File: config.mk
export PLATFORM = sky130hd
export DESIGN_NAME = io_bank_pad_sequencer
export DESIGN_NICKNAME = d
export VERILOG_FILES = /design/src/rtl/io_bank_pad_sequencer.sv
export SDC_FILE = /design/constraint.sdc
export NUM_CORES = 1
export LEC_CHECK = 0
export ABC_CLOCK_PERIOD_IN_PS = 1590
export BUFFER_PORTS_ARGS = -buffer_cell sky130_fd_sc_hd__buf_2
export CORE_ASPECT_RATIO = 0.5
export CORE_UTILIZATION = 49
export CTS_CLUSTER_SIZE = 8
export DETAILED_ROUTE_END_ITERATION = 8
export GPL_ROUTABILITY_DRIVEN = 0
export PLACE_DENSITY = 0.86
export SLEW_MARGIN = 20
export SYNTH_ARGS = -nofsm -noshare
export SYNTH_HDL_FRONTEND = slang
export SYNTH_SLANG_ARGS = --single-unit
File: constraint.sdc
create_clock -name CLK -period 1.59 [get_ports CLK]
set_input_delay 0.0795 -clock CLK [delete_from_list [all_inputs] [get_ports CLK]]
set_output_delay 0.0795 -clock CLK [all_outputs]
set_load 0.005 [all_outputs]
File: src/rtl/io_bank_pad_sequencer.sv
// Pad-bank enable sequencer: pulls/receivers first, settle wait, then output
// drivers enabled group by group. POC forces the bank safe; the stored config
// replays automatically once POC clears.
module io_bank_pad_sequencer #(
  parameter int NUM_PADS       = 8,
  parameter int GROUP_SIZE     = 2,
  parameter int SETTLE_CYCLES  = 16,
  parameter int STAGGER_CYCLES = 4
) (
  input  logic                  CLK,
  input  logic                  RSTN,
  input  logic                  POC,
  input  logic                  cfg_valid,
  output logic                  cfg_ready,
  input  logic [NUM_PADS-1:0]   cfg_out_en,
  input  logic [NUM_PADS-1:0]   cfg_pull_en,
  input  logic [NUM_PADS-1:0]   cfg_ie,
  input  logic [NUM_PADS/2-1:0] cfg_lvds_en,
  output logic [NUM_PADS-1:0]   OEN,
  output logic [NUM_PADS-1:0]   REN,
  output logic [NUM_PADS-1:0]   IE,
  output logic [NUM_PADS/2-1:0] lvdsen,
  output logic                  bank_ready,
  output logic                  busy
);
  localparam int NP   = NUM_PADS / 2;
  localparam int NG   = NUM_PADS / GROUP_SIZE;
  localparam int CMAX = (SETTLE_CYCLES > STAGGER_CYCLES) ? SETTLE_CYCLES : STAGGER_CYCLES;
  localparam int CW   = $clog2(CMAX + 1);
  localparam int GW   = (NG > 1) ? $clog2(NG) : 1;
  localparam logic [CW-1:0] SETTLE_LD  = CW'(SETTLE_CYCLES - 1);
  localparam logic [CW-1:0] STAGGER_LD = CW'(STAGGER_CYCLES - 1);
  localparam logic [GW-1:0] LAST_GRP   = GW'(NG - 1);

  typedef enum logic [2:0] {S_SAFE, S_IDLE, S_PULL, S_DRIVE, S_READY, S_DISABLE} state_t;

  state_t              r_state;
  logic                r_poc_meta, r_poc_s, r_cfg_loaded;
  logic [CW-1:0]       r_cnt;
  logic [GW-1:0]       r_grp;
  logic [NUM_PADS-1:0] r_out_en, r_pull_en, r_ie;
  logic [NP-1:0]       r_lvds_en;

  logic [NUM_PADS-1:0] w_lvds_mask, w_grp_mask;
  logic [NUM_PADS-1:0] w_out_eff, w_pull_eff, w_ie_eff;
  logic                w_accept;

  // LVDS pairs are receive-only: both pads lose driver, pull and single-ended input.
  // Drivers of group g are on once the group index has reached g.
  for (genvar p = 0; p < NP; p++) begin : g_pair
    assign w_lvds_mask[2*p +: 2] = {2{r_lvds_en[p]}};
  end
  for (genvar i = 0; i < NUM_PADS; i++) begin : g_pad
    assign w_grp_mask[i] = (GW'(i / GROUP_SIZE) <= r_grp);
  end

  assign w_out_eff  = r_out_en  & ~w_lvds_mask;
  assign w_pull_eff = r_pull_en & ~w_lvds_mask;
  assign w_ie_eff   = r_ie      & ~w_lvds_mask;
  assign w_accept   = cfg_valid & cfg_ready & ~r_poc_s &
                      ((r_state == S_IDLE) | (r_state == S_READY));

  // POC resynchroniser; resets to "supply ready" so release goes straight to IDLE.
  always_ff @(posedge CLK or negedge RSTN) begin
    if (!RSTN) begin
      r_poc_meta <= 1'b0;
      r_poc_s    <= 1'b0;
    end else begin
      r_poc_meta <= POC;
      r_poc_s    <= r_poc_meta;
    end
  end

  // Config store; survives POC so the bank can be replayed without software.
  always_ff @(posedge CLK or negedge RSTN) begin
    if (!RSTN) begin
      r_out_en     <= '0;
      r_pull_en    <= '0;
      r_ie         <= '0;
      r_lvds_en    <= '0;
      r_cfg_loaded <= 1'b0;
    end else if (w_accept) begin
      r_out_en     <= cfg_out_en;
      r_pull_en    <= cfg_pull_en;
      r_ie         <= cfg_ie;
      r_lvds_en    <= cfg_lvds_en;
      r_cfg_loaded <= 1'b1;
    end
  end

  // Sequencing FSM with shared settle/stagger down-counter and group index.
  always_ff @(posedge CLK or negedge RSTN) begin
    if (!RSTN) begin
      r_state <= S_SAFE;
      r_cnt   <= '0;
      r_grp   <= '0;
    end else if (r_poc_s) begin
      r_state <= S_SAFE;
      r_cnt   <= '0;
      r_grp   <= '0;
    end else begin
      case (r_state)
        S_SAFE: begin
          r_state <= r_cfg_loaded ? S_PULL : S_IDLE;
          r_cnt   <= r_cfg_loaded ? SETTLE_LD : '0;
          r_grp   <= '0;
        end
        S_IDLE: if (w_accept) begin
          r_state <= S_PULL;
          r_cnt   <= SETTLE_LD;
          r_grp   <= '0;
        end
        S_PULL: begin
          if (r_cnt == '0) begin
            r_state <= S_DRIVE;
            r_cnt   <= STAGGER_LD;
            r_grp   <= '0;
          end else begin
            r_cnt <= r_cnt - CW'(1);
          end
        end
        S_DRIVE: begin
          if (r_cnt == '0) begin
            r_cnt <= STAGGER_LD;
            if (r_grp == LAST_GRP) begin
              r_state <= S_READY;
              r_grp   <= '0;
            end else begin
              r_grp <= r_grp + GW'(1);
            end
          end else begin
            r_cnt <= r_cnt - CW'(1);
          end
        end
        S_READY: if (w_accept) begin
          r_state <= S_DISABLE;
          r_cnt   <= '0;
          r_grp   <= '0;
        end
        S_DISABLE: begin
          r_state <= S_PULL;
          r_cnt   <= SETTLE_LD;
          r_grp   <= '0;
        end
        default: begin
          r_state <= S_SAFE;
          r_cnt   <= '0;
          r_grp   <= '0;
        end
      endcase
    end
  end

  // Registered pad controls decoded from the current state; a synced POC overrides to safe.
  always_ff @(posedge CLK or negedge RSTN) begin
    if (!RSTN) begin
      OEN        <= '1;
      REN        <= '0;
      IE         <= '0;
      lvdsen     <= '0;
      bank_ready <= 1'b0;
      cfg_ready  <= 1'b0;
      busy       <= 1'b1;
    end else begin
      cfg_ready  <= ((r_state == S_IDLE) || (r_state == S_READY)) && !w_accept && !r_poc_s;
      bank_ready <= (r_state == S_READY) && !r_poc_s;
      busy       <= r_poc_s || (r_state == S_PULL) || (r_state == S_DRIVE) ||
                    (r_state == S_DISABLE) || (r_state == S_SAFE);
      if (r_poc_s) begin
        OEN    <= '1;
        REN    <= '0;
        IE     <= '0;
        lvdsen <= '0;
      end else begin
        case (r_state)
          S_PULL: begin
            OEN    <= '1;
            REN    <= ~w_pull_eff;
            IE     <= w_ie_eff;
            lvdsen <= r_lvds_en;
          end
          S_DRIVE: begin
            OEN    <= ~(w_out_eff & w_grp_mask);
            REN    <= ~w_pull_eff;
            IE     <= w_ie_eff;
            lvdsen <= r_lvds_en;
          end
          S_READY: begin
            OEN    <= ~w_out_eff;
            REN    <= ~w_pull_eff;
            IE     <= w_ie_eff;
            lvdsen <= r_lvds_en;
          end
          // Drivers off for one cycle; pulls/inputs keep the previous config.
          S_DISABLE: OEN <= '1;
          default: begin
            OEN    <= '1;
            REN    <= '0;
            IE     <= '0;
            lvdsen <= '0;
          end
        endcase
      end
    end
  end
endmodule

==> Yosys cells after proc, flatten, opt, wreduce, memory -nomap -nowiden <==
Index checks and enable logic that the tools add are counted.
{ "op_classes": {"bitwise": 13, "muxes": 28, "n_reduce_logical": 18, "addsub": 2, "eq_ne": 13, "order_cmp": 4} }
{ "ops": {"columns": ["cell", "n"], "rows": [
  ["$pmux 8 s2", 3],
  ["$and 8x8->8", 4],
  ["$not 8->8", 4],
  ["$pmux 5 s5", 1],
  ["$mux 8", 3],
  ["$mux 5", 4],
  ["$mux 3", 6],
  ["$pmux 3 s6", 1],
  ["$ne 3x3->1 const B", 5],
  ["$mux 2", 6],
  ["$mux 4", 2],
  ["$pmux 4 s2", 1],
  ["$eq 3x2->1 const B", 2],
  ["$eq 3x3->1 const B", 2],
  ["$pmux 2 s3", 1],
  ["$logic_not 5->1", 1],
  ["$logic_or 1x1->1", 5],
  ["$reduce_and 5->1", 1],
  ["$sub 5x1->5 const B", 1],
  ["$le 1x2->1 const A", 2],
  ["$le 2x2->1 const A", 2],
  ["$reduce_or 2->1", 2],
  ["$and 1x1->1", 3],
  ["$eq 3x1->1 const B", 1],
  ["12 further kinds", 15]
]} }
{ "totals": {"output_inout_bits": 31, "reg_bits": 72, "word_cells": 95} }

==> Longest topological paths before layout <==
{ "logic_depth": {"ltp_word": 6, "depth_mapped": 6, "ltp_nobuf": 6} }

==> Worst setup path before layout <==
No wires, ideal clock.
{ "synth_timing": {"kind": "register to register", "from": "register r_state[0]", "to": "register r_ie[7]", "stages_incl_launch_ff": 6, "t_required_ns": 1.465, "arrival_ns": 1.449, "setup_ns": 0.125, "period_less_slack_ns": 1.574, "slack_ns": 0.016, "n_path_buf": 2, "cell_sequence": "dfrtp_1 xnor2_1 nand4b_1 buf_4 buf_6 mux2_2"} }
{ "synth_via": {"elab_chain_len": 3} }
{ "synth_rtl": {"columns": ["element", "line_no", "source"], "rows": [
  ["start, declared", "37", "state_t r_state;"],
  ["start signal, assigned", "104", "r_state <= r_cfg_loaded ? S_PULL : S_IDLE;"],
  ["$eq 3x1->1 or $eq 3x3->1 (tied branches)", "61", "((r_state == S_IDLE) | (r_state == S_READY));"],
  ["$or 1x1->1 (*)", "61", null],
  ["$and 1x1->1 (*)", "60", "assign w_accept = cfg_valid & cfg_ready & ~r_poc_s &"],
  ["end signal, assigned", "85", "r_ie <= cfg_ie;"],
  ["end, declared", "41", "logic [NUM_PADS-1:0] r_out_en, r_pull_en, r_ie;"]
]} }
Every way passes the cells marked *; elsewhere a longest branch is shown, timed or not.
A chain may end at the register's enable or synchronous reset.

==> Final worst setup path <==
{ "layout_timing": {"from": "register r_state[1]", "to": "register IE[1]"} }
{ "layout_via": {"elab_chain_len": 4} }
{ "layout_rtl": {"columns": ["element", "line_no", "source"], "rows": [
  ["$eq 3x3->1 or $eq 3x2->1 (tied branches)", "175", "case (r_state)"],
  ["$reduce_or 3->1 (no source line)", null, null],
  ["$pmux 8 s2", "175", null],
  ["$mux 8", "169", "if (r_poc_s) begin"],
  ["end signal, assigned", "179", "IE <= w_ie_eff;"],
  ["end signal, assigned", "185", "IE <= w_ie_eff;"],
  ["end signal, assigned", "191", "IE <= w_ie_eff;"],
  ["end, declared", "21", "output logic [NUM_PADS-1:0] IE,"]
]} }
Parallel ways exist; a longest one is shown, timed or not.

==> metrics.md <==
| Metric | Value |
|---|---|
| Outcome | `complete, but fails checks` |
| Failing checks | `negative setup slack` |
| Seq/Total Area, Yosys | `between 60% and 70%` |
| Leakage | `just over 2 nW` |
| DIE WIDTH | `112.6 µm` |
| Total Wirelength | `9288 µm` |
| Commonest non-fill, non-tap cell in the layout | `buf_2` |
| Min-Delay Path Class | `in -> reg` |
| Synth async-reset ratio | `between 90% and 100%` |
| Largest net degree at the start of global routing | `73` |
| CTS Sinks | `between 70 and 80` |
| Io pins | `63` |
| PD cells | `1493 mW/mm²` |
| Most frequent cells in the layout | `62 x buf_2, 61 x dfrtp_1, 29 x mux2_2, 29 x dlygate4sd3_1, 18 x nand2_1` |
| Die area | `around 0.0065 mm²` |
| Share of cells above drive strength 1 | `44.86%` |
| Slew margin rel. | `64.79%` |
| Combinational power share | `~25%` |
| Final setup skew | `roughly 0.010 ns` |
| Crit Path Category | `reg -> reg` |
| CP arrival | `1.88 ns` |
| Initial antenna violation count | `1` |
| TritonCTS buffer count | `9` |
| Initial drt markers | `roughly 240` |
| Switch Pwr | `1.929 mW` |
| Clk Latency, worst-skew pair | `0.34 ns` |
| Clock power frac | `34.9%` |
| EDFF count, synth | `0` |
| Yosys cell types | `38` |
| Avg Inst Size Synth | `roughly 13 µm²` |
| Fin crit share | `101.5%` |
| Critical path required time | `about 1.9 ns` |
| Register share of total power | `between 40% and 50%` |
| Final core utilization | `74.48%` |
| Core Box Area | `approximately 0.0057 mm²` |
| FP Rows | `19` |
| Mapped Cells | `about 240` |
| Post-route DRC | `0` |
| Syn Nets | `274` |
| Die height | `about 57 µm` |
| Crit end category | `flip-flop` |
| Max-slew violation count | `0` |
| Overall Global Routing Usage | `27.84%` |
| Post-route minimum period | `between 1.5 and 2 ns` |
| Cell-internal power | `around 4.4 mW` |
| Maximum vdd ir drop | `~780 µV` |
| Number of max-cap violations | `0` |
| Placed cells | `~370` |
| Final Instance Count excl. Fillers | `approximately 420` |
| Nets | `about 380` |
| Most used flip-flop cell after synthesis | `dfrtp_1` |
| IO buf count | `62` |
| Count of final hold-check violations | `0` |
| Cell Area, Synth | `0.002998 mm²` |
| Dpl ws | `-0.03452 ns` |
| RSZ-0062 raised after global routing | `true` |
| CTS clk-pin slew, worst paths | `0.06 ns` |
| Slew @ Worst Pin | `0.5214 ns` |
| Sw frac | `approximately 31%` |
| Syn-to-layout area delta | `41.15%` |
| Drt pass-1 iters | `5` |
| CTS tree | `built` |
| # H-tree levels | `3` |
| CP Launch Type | `flip-flop` |
| Via count | `2466` |
| Remaining antenna violation count | `0` |
| Critical path fanouts, max | `9` |
| Routed WL per cell | `between 20 and 25 µm` |
| Vias per cell | `5.816` |
| Final Setup Violations | `17` |
| Grt total ovfl | `0` |
| F_max | `between 600 and 700 MHz` |
| CTS Buffer Depth | `2` |
| CTS root buf | `clkbuf_16` |
| Initial core utilization | `a little over half` |
| Vias in the first global route | `between 2000 and 2500` |
| Post-DP HPWL | `approximately 4400 µm` |
| Setup WS post-layout | `-0.02321 ns` |
| Synthesis warning total | `0` |
| First-pass GRT wire length | `roughly 13000 µm` |
| #FFs+latches synth | `72` |
## worst paths after layout
| kind | endpoint | startpoint | cells after the start | slack [ns] |
|---|---|---|---|---|
| max | IE[1] | r_state[1] | 4 | -0.02 |
| min | r_ie[1] | cfg_ie[1] | 2 | 0.04 |
| max reg2reg | IE[1] | r_state[1] | 4 | -0.02 |
| min reg2reg | r_poc_s | r_poc_meta | 0 | 0.38 |
| max in group asynchronous | OEN[6] | RSTN | 3 | 0.95 |
| min in group asynchronous | r_ie[4] | RSTN | 3 | 0.30 |
## power groups by stage
stage               Combinational, mW  Clock, mW  Sequential (mW)
floorplan                       0.808          0             2.41
global placement                 1.14          0             2.46
detailed placement               1.22          0             2.49
CTS                              1.34       2.16             2.48
global route                     1.67       2.30             2.58
finish                           1.56       2.20             2.56
## metal layers
| metal | share of wire [%] | track usage, % | wire (µm) |
|---|---|---|---|
| met5 | 0 | 0 | 0 |
| met4 | 4.8 | 12.57 | 442 |
| met3 | 7.0 | 8.927 | 654 |
| met2 | 49 | 48.77 | 4562 |
| met1 | 39 | 32.00 | 3628 |
## cells in the mapped netlist (2+ instances only)
master / count / area share [%]
buf_2: 4 / 0.67
inv_1: 5 / 0.63
dfstp_2: 9 / 7.9
a22o_1: 14 / 4.1
o41ai_1: 3 / 0.88
nor2_1: 11 / 1.4
o21ai_0: 15 / 2.5
ha_1: 4 / 1.7
clkbuf_1: 5 / 0.63
nand2b_1: 5 / 1.0
nor4b_1: 2 / 0.58
nand2_1: 18 / 2.3
a211oi_1: 3 / 0.75
mux2_2: 29 / 11
dfrtp_1: 63 / 53
o21a_1: 3 / 0.75
buf_6: 2 / 0.75
nor2b_1: 10 / 2.1
a21oi_1: 4 / 0.67
nor3_1: 3 / 0.50
and3b_1: 2 / 0.58
nor2_2: 2 / 0.42
nand3b_1: 3 / 0.75
nand3_1: 5 / 0.83
## per-stage QoR
| step | area (µm²) | hold slack [ns] | TNS [ns] | total power, mW |
|---|---|---|---|---|
| after floorplan | 2998 | -0.2161 | 0 | 3.223 |
| after global placement | 3470 | 0.1194 | 0 | 3.604 |
| after detailed placement | 3470 | 0.1295 | -0.7088 | 3.715 |
| after CTS | 4094 | 0.001595 | 0 | 5.979 |
| after global routing | 4232 | 0.02429 | -0.9499 | 6.544 |
| final | 4232 | 0.03694 | -0.1726 | 6.316 |
## state kept, by name, indices dropped and copies added (netlist names), 2 cells and up
register   flops
r_ie           8
r_lvds_en      4
r_grp          2
r_state        3
OEN            8
lvdsen         4
r_pull_en      8
r_out_en       8
r_cnt          5
IE             8
REN            8
## cell families (layout without fill, tap and decap cells)
family                   after synthesis  count (layout)  share of synthesized area (%)
adder cells (fa/ha/maj)                4               4                          1.670
other                                  0               1                              0
flip-flops                            72              72                          60.48
multiplexers                          29              29                          10.89
AND/OR/NAND/NOR                       65              65                          11.52
AO/OA/AOI/OAI                         48              48                          11.81
XOR/XNOR                               2               2                         0.5844
buffers and inverters                 18             130                          3.047
## layout make-up
| class | count | area, µm² |
|---|---|---|
| Clock buffer | 10 | 239.0 |
| Fill cell | 311 | 1450 |
| Clock inverter | 6 | 82.58 |
| Timing Repair Buffer | 109 | 794.5 |
| Multi-Input combinational cell | 148 | 1187 |
| Sequential cell | 72 | 1815 |
| Antenna cell | 1 | 2.502 |
| Inverter | 5 | 18.77 |
| Tap cell | 73 | 91.34 |
## what timing repair did
action | in CTS | in global routing
hold endpoints to repair | 90 | 1
setup endpoints to repair | 32 | 54
gates cloned | 0 | 1
pin swaps | 1 | 2
setup buffers | 0 | 3
hold buffers | 28 | 1
resized for setup | 5 | 24
## worst max-delay path, stage by stage, from the launching register on
cell,delay [ns]
dfrtp_2,0.46
or3b_4,0.43
a21o_4,0.26
nor2_1,0.20
a22o_1,0.19
(Power assumes the default switching activity.)
